[src/rtl/uart_tx.sv]
// UART serial transmitter: start bit, DATA_BITS data bits LSB first, optional parity, 1 or 2 stop bits.
// A private 1x baud counter restarts at every handshake, so each bit is held for exactly BAUD_DIV clocks.
module uart_tx #(
    parameter int CLOCK_FREQ = 50_000_000,
    parameter int BAUD_RATE  = 9600,
    parameter int DATA_BITS  = 8,
    parameter int PARITY     = 0,
    parameter int STOP_BITS  = 1
) (
    input  logic                 clk,
    input  logic                 rst,
    input  logic [DATA_BITS-1:0] tx_data,
    input  logic                 tx_valid,
    output logic                 tx_ready,
    output logic                 tx,
    output logic                 tx_busy
);

    localparam int BAUD_DIV = CLOCK_FREQ / BAUD_RATE;
    localparam int CNT_W    = (BAUD_DIV > 2) ? $clog2(BAUD_DIV) : 1;
    localparam int IDX_W    = $clog2(DATA_BITS);

    localparam logic [CNT_W-1:0] BAUD_LAST = CNT_W'(BAUD_DIV - 1);
    localparam logic [IDX_W-1:0] LAST_DATA = IDX_W'(DATA_BITS - 1);
    localparam logic [IDX_W-1:0] LAST_STOP = IDX_W'(STOP_BITS - 1);

    generate
        if (PARITY < 0 || PARITY > 2) begin : g_badParity
            $error("uart_tx: PARITY must be 0, 1 or 2");
        end
        if (STOP_BITS != 1 && STOP_BITS != 2) begin : g_badStop
            $error("uart_tx: STOP_BITS must be 1 or 2");
        end
        if (BAUD_DIV < 2) begin : g_badDiv
            $error("uart_tx: CLOCK_FREQ / BAUD_RATE must be at least 2");
        end
        if (DATA_BITS < 5 || DATA_BITS > 9) begin : g_badData
            $error("uart_tx: DATA_BITS must be in 5..9");
        end
    endgenerate

    typedef enum logic [2:0] {
        S_IDLE,
        S_START,
        S_DATA,
        S_PARITY,
        S_STOP
    } state_t;

    state_t               state_q,     state_d;
    logic [CNT_W-1:0]     baudCnt_q,   baudCnt_d;
    logic [IDX_W-1:0]     bitIdx_q,    bitIdx_d;
    logic [DATA_BITS-1:0] shiftReg_q,  shiftReg_d;
    logic                 parityBit_q, parityBit_d;
    logic                 txLine_q,    txLine_d;
    logic                 txReady_q,   txReady_d;
    logic                 txBusy_q,    txBusy_d;
    logic                 baudDone;

    assign baudDone = (baudCnt_q == BAUD_LAST);

    always_ff @(posedge clk or posedge rst) begin
        if (rst) begin
            state_q     <= S_IDLE;
            baudCnt_q   <= '0;
            bitIdx_q    <= '0;
            shiftReg_q  <= '0;
            parityBit_q <= 1'b0;
            txLine_q    <= 1'b1;
            txReady_q   <= 1'b1;
            txBusy_q    <= 1'b0;
        end else begin
            state_q     <= state_d;
            baudCnt_q   <= baudCnt_d;
            bitIdx_q    <= bitIdx_d;
            shiftReg_q  <= shiftReg_d;
            parityBit_q <= parityBit_d;
            txLine_q    <= txLine_d;
            txReady_q   <= txReady_d;
            txBusy_q    <= txBusy_d;
        end
    end

    // Outputs are computed one cycle ahead so tx/tx_ready/tx_busy come straight from flops.
    always_comb begin
        state_d     = state_q;
        baudCnt_d   = baudDone ? '0 : baudCnt_q + 1'b1;
        bitIdx_d    = bitIdx_q;
        shiftReg_d  = shiftReg_q;
        parityBit_d = parityBit_q;
        txLine_d    = txLine_q;
        txReady_d   = txReady_q;
        txBusy_d    = txBusy_q;

        case (state_q)
            S_IDLE: begin
                baudCnt_d = '0;
                if (tx_valid && txReady_q) begin
                    shiftReg_d  = tx_data;
                    parityBit_d = (PARITY == 1) ? ~^tx_data : ^tx_data;
                    bitIdx_d    = '0;
                    state_d     = S_START;
                    txLine_d    = 1'b0;
                    txReady_d   = 1'b0;
                    txBusy_d    = 1'b1;
                end
            end
            S_START: begin
                if (baudDone) begin
                    state_d  = S_DATA;
                    txLine_d = shiftReg_q[0];
                end
            end
            S_DATA: begin
                if (baudDone) begin
                    if (bitIdx_q == LAST_DATA) begin
                        bitIdx_d = '0;
                        if (PARITY != 0) begin
                            state_d  = S_PARITY;
                            txLine_d = parityBit_q;
                        end else begin
                            state_d  = S_STOP;
                            txLine_d = 1'b1;
                        end
                    end else begin
                        bitIdx_d   = bitIdx_q + 1'b1;
                        shiftReg_d = shiftReg_q >> 1;
                        txLine_d   = shiftReg_q[1];
                    end
                end
            end
            S_PARITY: begin
                if (baudDone) begin
                    state_d  = S_STOP;
                    txLine_d = 1'b1;
                end
            end
            S_STOP: begin
                if (baudDone) begin
                    if (bitIdx_q == LAST_STOP) begin
                        bitIdx_d  = '0;
                        state_d   = S_IDLE;
                        txLine_d  = 1'b1;
                        txReady_d = 1'b1;
                        txBusy_d  = 1'b0;
                    end else begin
                        bitIdx_d = bitIdx_q + 1'b1;
                    end
                end
            end
            default: begin
                state_d   = S_IDLE;
                baudCnt_d = '0;
                bitIdx_d  = '0;
                txLine_d  = 1'b1;
                txReady_d = 1'b1;
                txBusy_d  = 1'b0;
            end
        endcase
    end

    assign tx       = txLine_q;
    assign tx_ready = txReady_q;
    assign tx_busy  = txBusy_q;

endmodule

[config.mk]
export PLATFORM = sky130hd
export DESIGN_NAME = uart_tx
export DESIGN_NICKNAME = d
export VERILOG_FILES = /design/src/rtl/uart_tx.sv
export SDC_FILE = /design/constraint.sdc
export NUM_CORES = 1
export LEC_CHECK = 0
export CORE_ASPECT_RATIO = 0.5
export CORE_MARGIN = 2
export CORE_UTILIZATION = 25
export DETAILED_ROUTE_END_ITERATION = 10
export HOLD_SLACK_MARGIN = 0.15
export PLACE_DENSITY = 0.41
export SETUP_SLACK_MARGIN = 0.4
export SKIP_LAST_GASP = 1
export SLEW_MARGIN = 15
export SYNTH_ARGS = -nofsm -noshare
export SYNTH_HDL_FRONTEND = slang
export SYNTH_SLANG_ARGS = --single-unit
[constraint.sdc]
create_clock -name clk -period 2 [get_ports clk]
set_input_delay 0.4 -clock clk [delete_from_list [all_inputs] [get_ports clk]]
set_output_delay 0.4 -clock clk [all_outputs]
set_load 0.1 [all_outputs]
* Word level (Yosys, flattened, before mapping)
Index checks and enable logic that the tools add are counted.
** Cells by class
- Bitwise logic cells :: 2
- Reduce and logical (&&, ||, !) cells :: 12
- Multiplexer cells :: 33
- Equal/unequal tests :: 14
- Add/sub/neg operators :: 2
** Operators by type and width (number)
- 3-bit two-way mux :: 12
- 13-bit two-way mux :: 2
- 8-bit two-way mux :: 3
- 2-bit inequality test, second input constant :: 8
- 8-bit case mux with 2 select lines :: 1
- 3-bit case mux with 5 select lines :: 1
- 13-bit by 1-bit adder with 13-bit output, second input constant :: 1
- 13-bit equality test, second input constant :: 1
- 3-bit case mux with 4 select lines :: 1
- 4-bit AND reduction :: 3
- 1-bit two-way mux :: 10
- 7-bit AND reduction :: 1
- 3-bit by 2-bit equality test with 1-bit output, second input constant :: 2
- 3-bit equality test, second input constant :: 2
- 3-bit logical NOT :: 2
- 1-bit case mux with 3 select lines :: 2
- 6-bit AND reduction :: 1
- 1-bit case mux with 5 select lines :: 1
- 4-bit OR reduction :: 1
- 3-bit by 1-bit adder with 3-bit output, second input constant :: 1
- 3-bit by 1-bit equality test with 1-bit output, second input constant :: 1
- 3-bit OR reduction :: 1
- 1-bit inverter :: 2
- 2-bit nonzero test :: 1
- other kinds (2) :: 2
** Word-level totals
- Input bits :: 11
- Register bits after elaboration :: 30
- Output and inout port bits :: 3
- Word-level logic and storage cells :: 70

* Longest topological paths before layout
- Word-level depth :: 4
- Mapped depth :: 6
- Gate-level depth less buffers :: 6

* Least setup slack after synthesis
Ideal clock, no wire load.
- Kind :: reg-to-reg
- Start point :: reg baudCnt_q[3]
- End point :: reg shiftReg_q[0]
- Cell stages (with the launch flop) :: 6
- Path slack :: -0.048 ns
- Buffers on the path :: 1
- Arrival time :: 1.980 ns
- Data required time :: 1.932 ns
- Cells stage by stage :: dfrtp_1 or4b_4 or3_1 buf_6 nor4_4 a221o_1
** Between the ends
- Cells in the longest elaborated chain, start to end :: 3
** RTL lines
- start: declaration :: RTL line 51 : logic [CNT_W-1:0] baudCnt_q, baudCnt_d;
- start signal: assignment :: RTL line 74 : baudCnt_q <= baudCnt_d;
- 13-bit equality test :: RTL line 60 : assign baudDone = (baudCnt_q == BAUD_LAST);
- 2-bit inequality test (no line)
- 4-bit AND reduction (no line)
- end signal: assignment :: RTL line 76 : shiftReg_q <= shiftReg_d;
- end: declaration :: RTL line 53 : logic [DATA_BITS-1:0] shiftReg_q, shiftReg_d;
Every way passes these cells.
A chain may end at the register's enable or synchronous reset.

* Worst setup path in the final report
- Start point :: reg baudCnt_q[7]
- End point :: reg shiftReg_q[2]
Same word-level chain as after synthesis.

==> impl_summary.md <==
Clock tree
TritonCTS created 5 clock buffers. TritonCTS built the clock tree. The clock transition time at the flip-flop clock pins of the worst setup and hold paths is 0.06 ns. For the worst-skew pair, the clock arrives at the later sink with an insertion delay of approximately 0.28 ns. The count of H-tree levels built during CTS is 2. For this design, the sink count on the clock tree is 30.

The tree is rooted in a sky130_fd_sc_hd__clkbuf_16. In this run, post-CTS hold repair placed 0 buffers. The maximum clock path buffer count is 2.

Die
The effective utilization at floorplan is 0.262. For this design the top-level I/O count stands at 14. The vertical die dimension is 60.8 µm.

From left edge to right edge, the die measures roughly 120 µm. The area of the core is 6160 µm². The die covers 7140 µm². The site row count is 20.

Route
The iteration count of the initial detailed-routing pass is 4. The DRC violation total after the first TritonRoute iteration is 70. The antenna violation net count after detailed routing is 0. For this block, the routed nets add up to 3.95 mm of wire.

After detailed routing, the number of remaining DRC violations is 0. In the routed layout, each cell is associated on average with a via count of 4.69. The detailed-route via count is 1359. Dividing the detail-routed wire length by the instance count gives 13.6 µm.

Worst setup path
The data required time at the worst endpoint is 2.21 ns. The combined buffer and inverter count along the critical path is 1. STA puts the critical path data arrival time at 2.21 ns. On the critical path, the stage with the largest delay is an instance of sky130_fd_sc_hd__or4b_4.

The top cell family by delay on the critical path is simple AND/OR/NAND/NOR gates. The largest fanout on the critical path is 7. The critical path goes through or4b_4 -> or3_4 -> nor4_4 -> buf_6 -> a221o_1.

STA classifies the critical path startpoint as a register. The largest single stage delay on the critical path is 0.57 ns. The startpoint-to-endpoint class of the critical path is register to register. The worst setup path is captured at a register.

Yosys
The parity-gate share of the synthesized area counting xor and xnor cells is 0.0490. The compound-gate portion of the synthesized area was 0.153. The largest family of logic cells by synthesized area is simple AND/OR/NAND/NOR gates. In the synthesized netlist, the cells that appear most often are sky130_fd_sc_hd__dfrtp_1 (28), sky130_fd_sc_hd__nor2_1 (19), sky130_fd_sc_hd__o21ai_0 (9). The area share of the largest cell type after synthesis is 0.435.

The cell with the most instances after synthesis is sky130_fd_sc_hd__dfrtp_1. Of the total synthesized cell area, the portion taken by full adders, half adders and majority gates is 0.0311. Yosys printed 0 warnings. In this run, synthesis inferred 0 flip-flops with an integrated enable. Summed over all instances, the cell type with the most area after synthesis is sky130_fd_sc_hd__dfrtp_1. The share of the Yosys chip area taken by registers is 0.468.

Synthesis instantiated 37 different standard cells from the library. The synthesized area per cell is ~10 µm². Counting every net in the synthesized netlist gives ~180. Of the total synthesized cell area, the portion taken by AND, OR, NAND and NOR gates is 0.232. The async set or reset register ratio after synthesis is 1.00.

The number of synthesized register bits is 30. Of the post-synthesis cell area, the part taken by muxes is 0.0210. The total standard cell area after synthesis is 1610 µm². After synthesis, the cell types taking the most area are sky130_fd_sc_hd__dfrtp_1 (44%), sky130_fd_sc_hd__nor2_1 (4.4%), sky130_fd_sc_hd__a221o_1 (4.4%). The number of cells produced by synthesis is 160. Among all flip-flop cells after synthesis, the most frequent one is sky130_fd_sc_hd__dfrtp_1.

Min path
The min-delay analysis places its worst path in the category register to register.

Timing
The count of final setup violators is 0. At the pin with the least slew margin, the transition time is 0.531 ns. The count of final max-slew check failures is 0. The final cycle utilization of the critical path is 0.996. The headroom to the max-slew limit is 0.645.

The final worst-path setup slack is 0.00789 ns. The final-report hold violation count came to 0. Setup repair after global routing could not meet its margin everywhere. The final critical-path required period is between 1.5 and 2 ns.

Between clock sinks in the finished design, the worst skew comes to between 0.009 and 0.01 ns. The highest clock rate is 502 MHz.

Global routing
For this run, the total global-route usage over all layers was measured as 0.124. The via count of the first global-routing pass is 1326. The pin count of the biggest net entering global routing is 31. The remaining global-route overflow is 0. The first global-routing pass estimated around 6.6 mm of wire. The number of antenna violations at the first check in global routing is 0.

Pwr
Overall power consumption after layout is estimated at 0.00197 W. Summed over all cells, the static leakage comes to around 0.94 nW. The total power per unit cell area is 874 nW/µm². Across the VDD grid, the largest voltage drop is roughly 0.34 mV.

Cells and area
In the final layout, the share of cells above drive strength 1 is 0.292. Relative to the synthesized area, the layout overhead comes to 39.9%. The final net count is 216. The final core utilization is 0.366. After the flow finishes, the layout carries non-filler instances totaling 290. The antenna diode count is 0.

Place
Buffers placed on the I/O ports in this run total 13. Routability-driven placement finished with a final weighted congestion of 0.705. The placed wire-length estimate after detailed placement is between 2 and 3 mm. The post-placement setup slack is -0.137 ns.

The number of placed instances, taps included, is ~280.

Job
The max-capacitance violation count is 0.

Status
The flow ran to the end, and the final reports show no timing, DRC or antenna violations.
## through the flow
step | setup TNS (ns) | hold slack (ns) | area [µm²]
finish | 0 | 0.481 | 2250
global route | -0.771 | 0.514 | 2250
CTS | -0.0166 | 0.484 | 2240
detailed placement | -0.914 | 0.472 | 2010
global placement | -0.600 | 0.465 | 2010
floorplan | -0.328 | 0.467 | 1620
## placed cells by master (no fill, tap or decap), drive strengths merged, types with 2 or more instances in the layout
master	Yosys	routed
dfrtp	28	28
mux2	3	3
a21oi	8	8
or4b	2	2
o211ai	2	2
nand2b	3	3
nor4	7	7
nor3	4	4
ha	4	4
clkdlybuf4s50	0	10
and2	7	7
clkbuf	3	8
inv	8	8
nor2	19	19
or3	4	4
buf	3	30
a221o	7	7
nand4	4	4
nand2	5	5
dfstp	2	2
nand3	6	6
o311ai	2	2
o21ai	9	9
xor2	3	3
xnor2	6	6
## final timing paths
path / startpoint / end / slack (ns) / cells past startpoint
max reg2reg: baudCnt_q[7]$_DFF_PP0_ / shiftReg_q[2]$_DFFE_PP0P_ / 0.008 / 5
min reg2reg: tx_busy$_DFFE_PP0P_ / tx_busy$_DFFE_PP0P_ / 0.48 / 1
max in group asynchronous: rst / tx$_DFFE_PP1P_ / 1.17 / 3
min: tx_busy$_DFFE_PP0P_ / tx_busy$_DFFE_PP0P_ / 0.48 / 1
max: baudCnt_q[7]$_DFF_PP0_ / shiftReg_q[2]$_DFFE_PP0P_ / 0.008 / 5
min in group asynchronous: rst / bitIdx_q[0]$_DFFE_PP0P_ / 0.50 / 3
## registers in the layout (all words and copies together), names as in the netlist
signal,flops
tx,1
tx_busy,1
state_q,3
shiftReg_q,8
bitIdx_q,3
baudCnt_q,13
tx_ready,1
## power by group
| part | leakage, nW | internal [W] | switching [W] |
|---|---|---|---|
| logic | 0.469 | 0.000178 | 0.000212 |
| clock network | 0.0832 | 0.000563 | 0.000268 |
| registers | 0.389 | 0.000690 | 0.0000587 |
## cells by family after synthesis
kind of cell | count (synthesis)
compound gates | 35
xor+xnor | 9
fa+ha+maj | 4
buf+inv | 14
flops | 30
mux | 3
simple gates | 65
## repair_timing
action,CTS,global route
pin swaps,8,4
setup endpoints to repair,29,29
gates resized for setup,9,1
endpoints found under the hold margin,0,0
setup buffers,2,1
## final cells by class
cell class,instances,area (µm²)
well taps,88,110
repair buffers,40,358
fillers,636,3900
flip-flops and latches,30,753
clock buffers,8,166
multi-input cells,116,836
inverters,8,30.0
## layer usage
metal	up-vias	part of all wire	track usage
met1	665	0.53	0.166
li1	667	-	-
met2	20	0.41	0.183
met5	-	0	0
met3	7	0.041	0.0423
met4	0	0.020	0.0620
No activity file was read; power rests on OpenSTA's default activity.
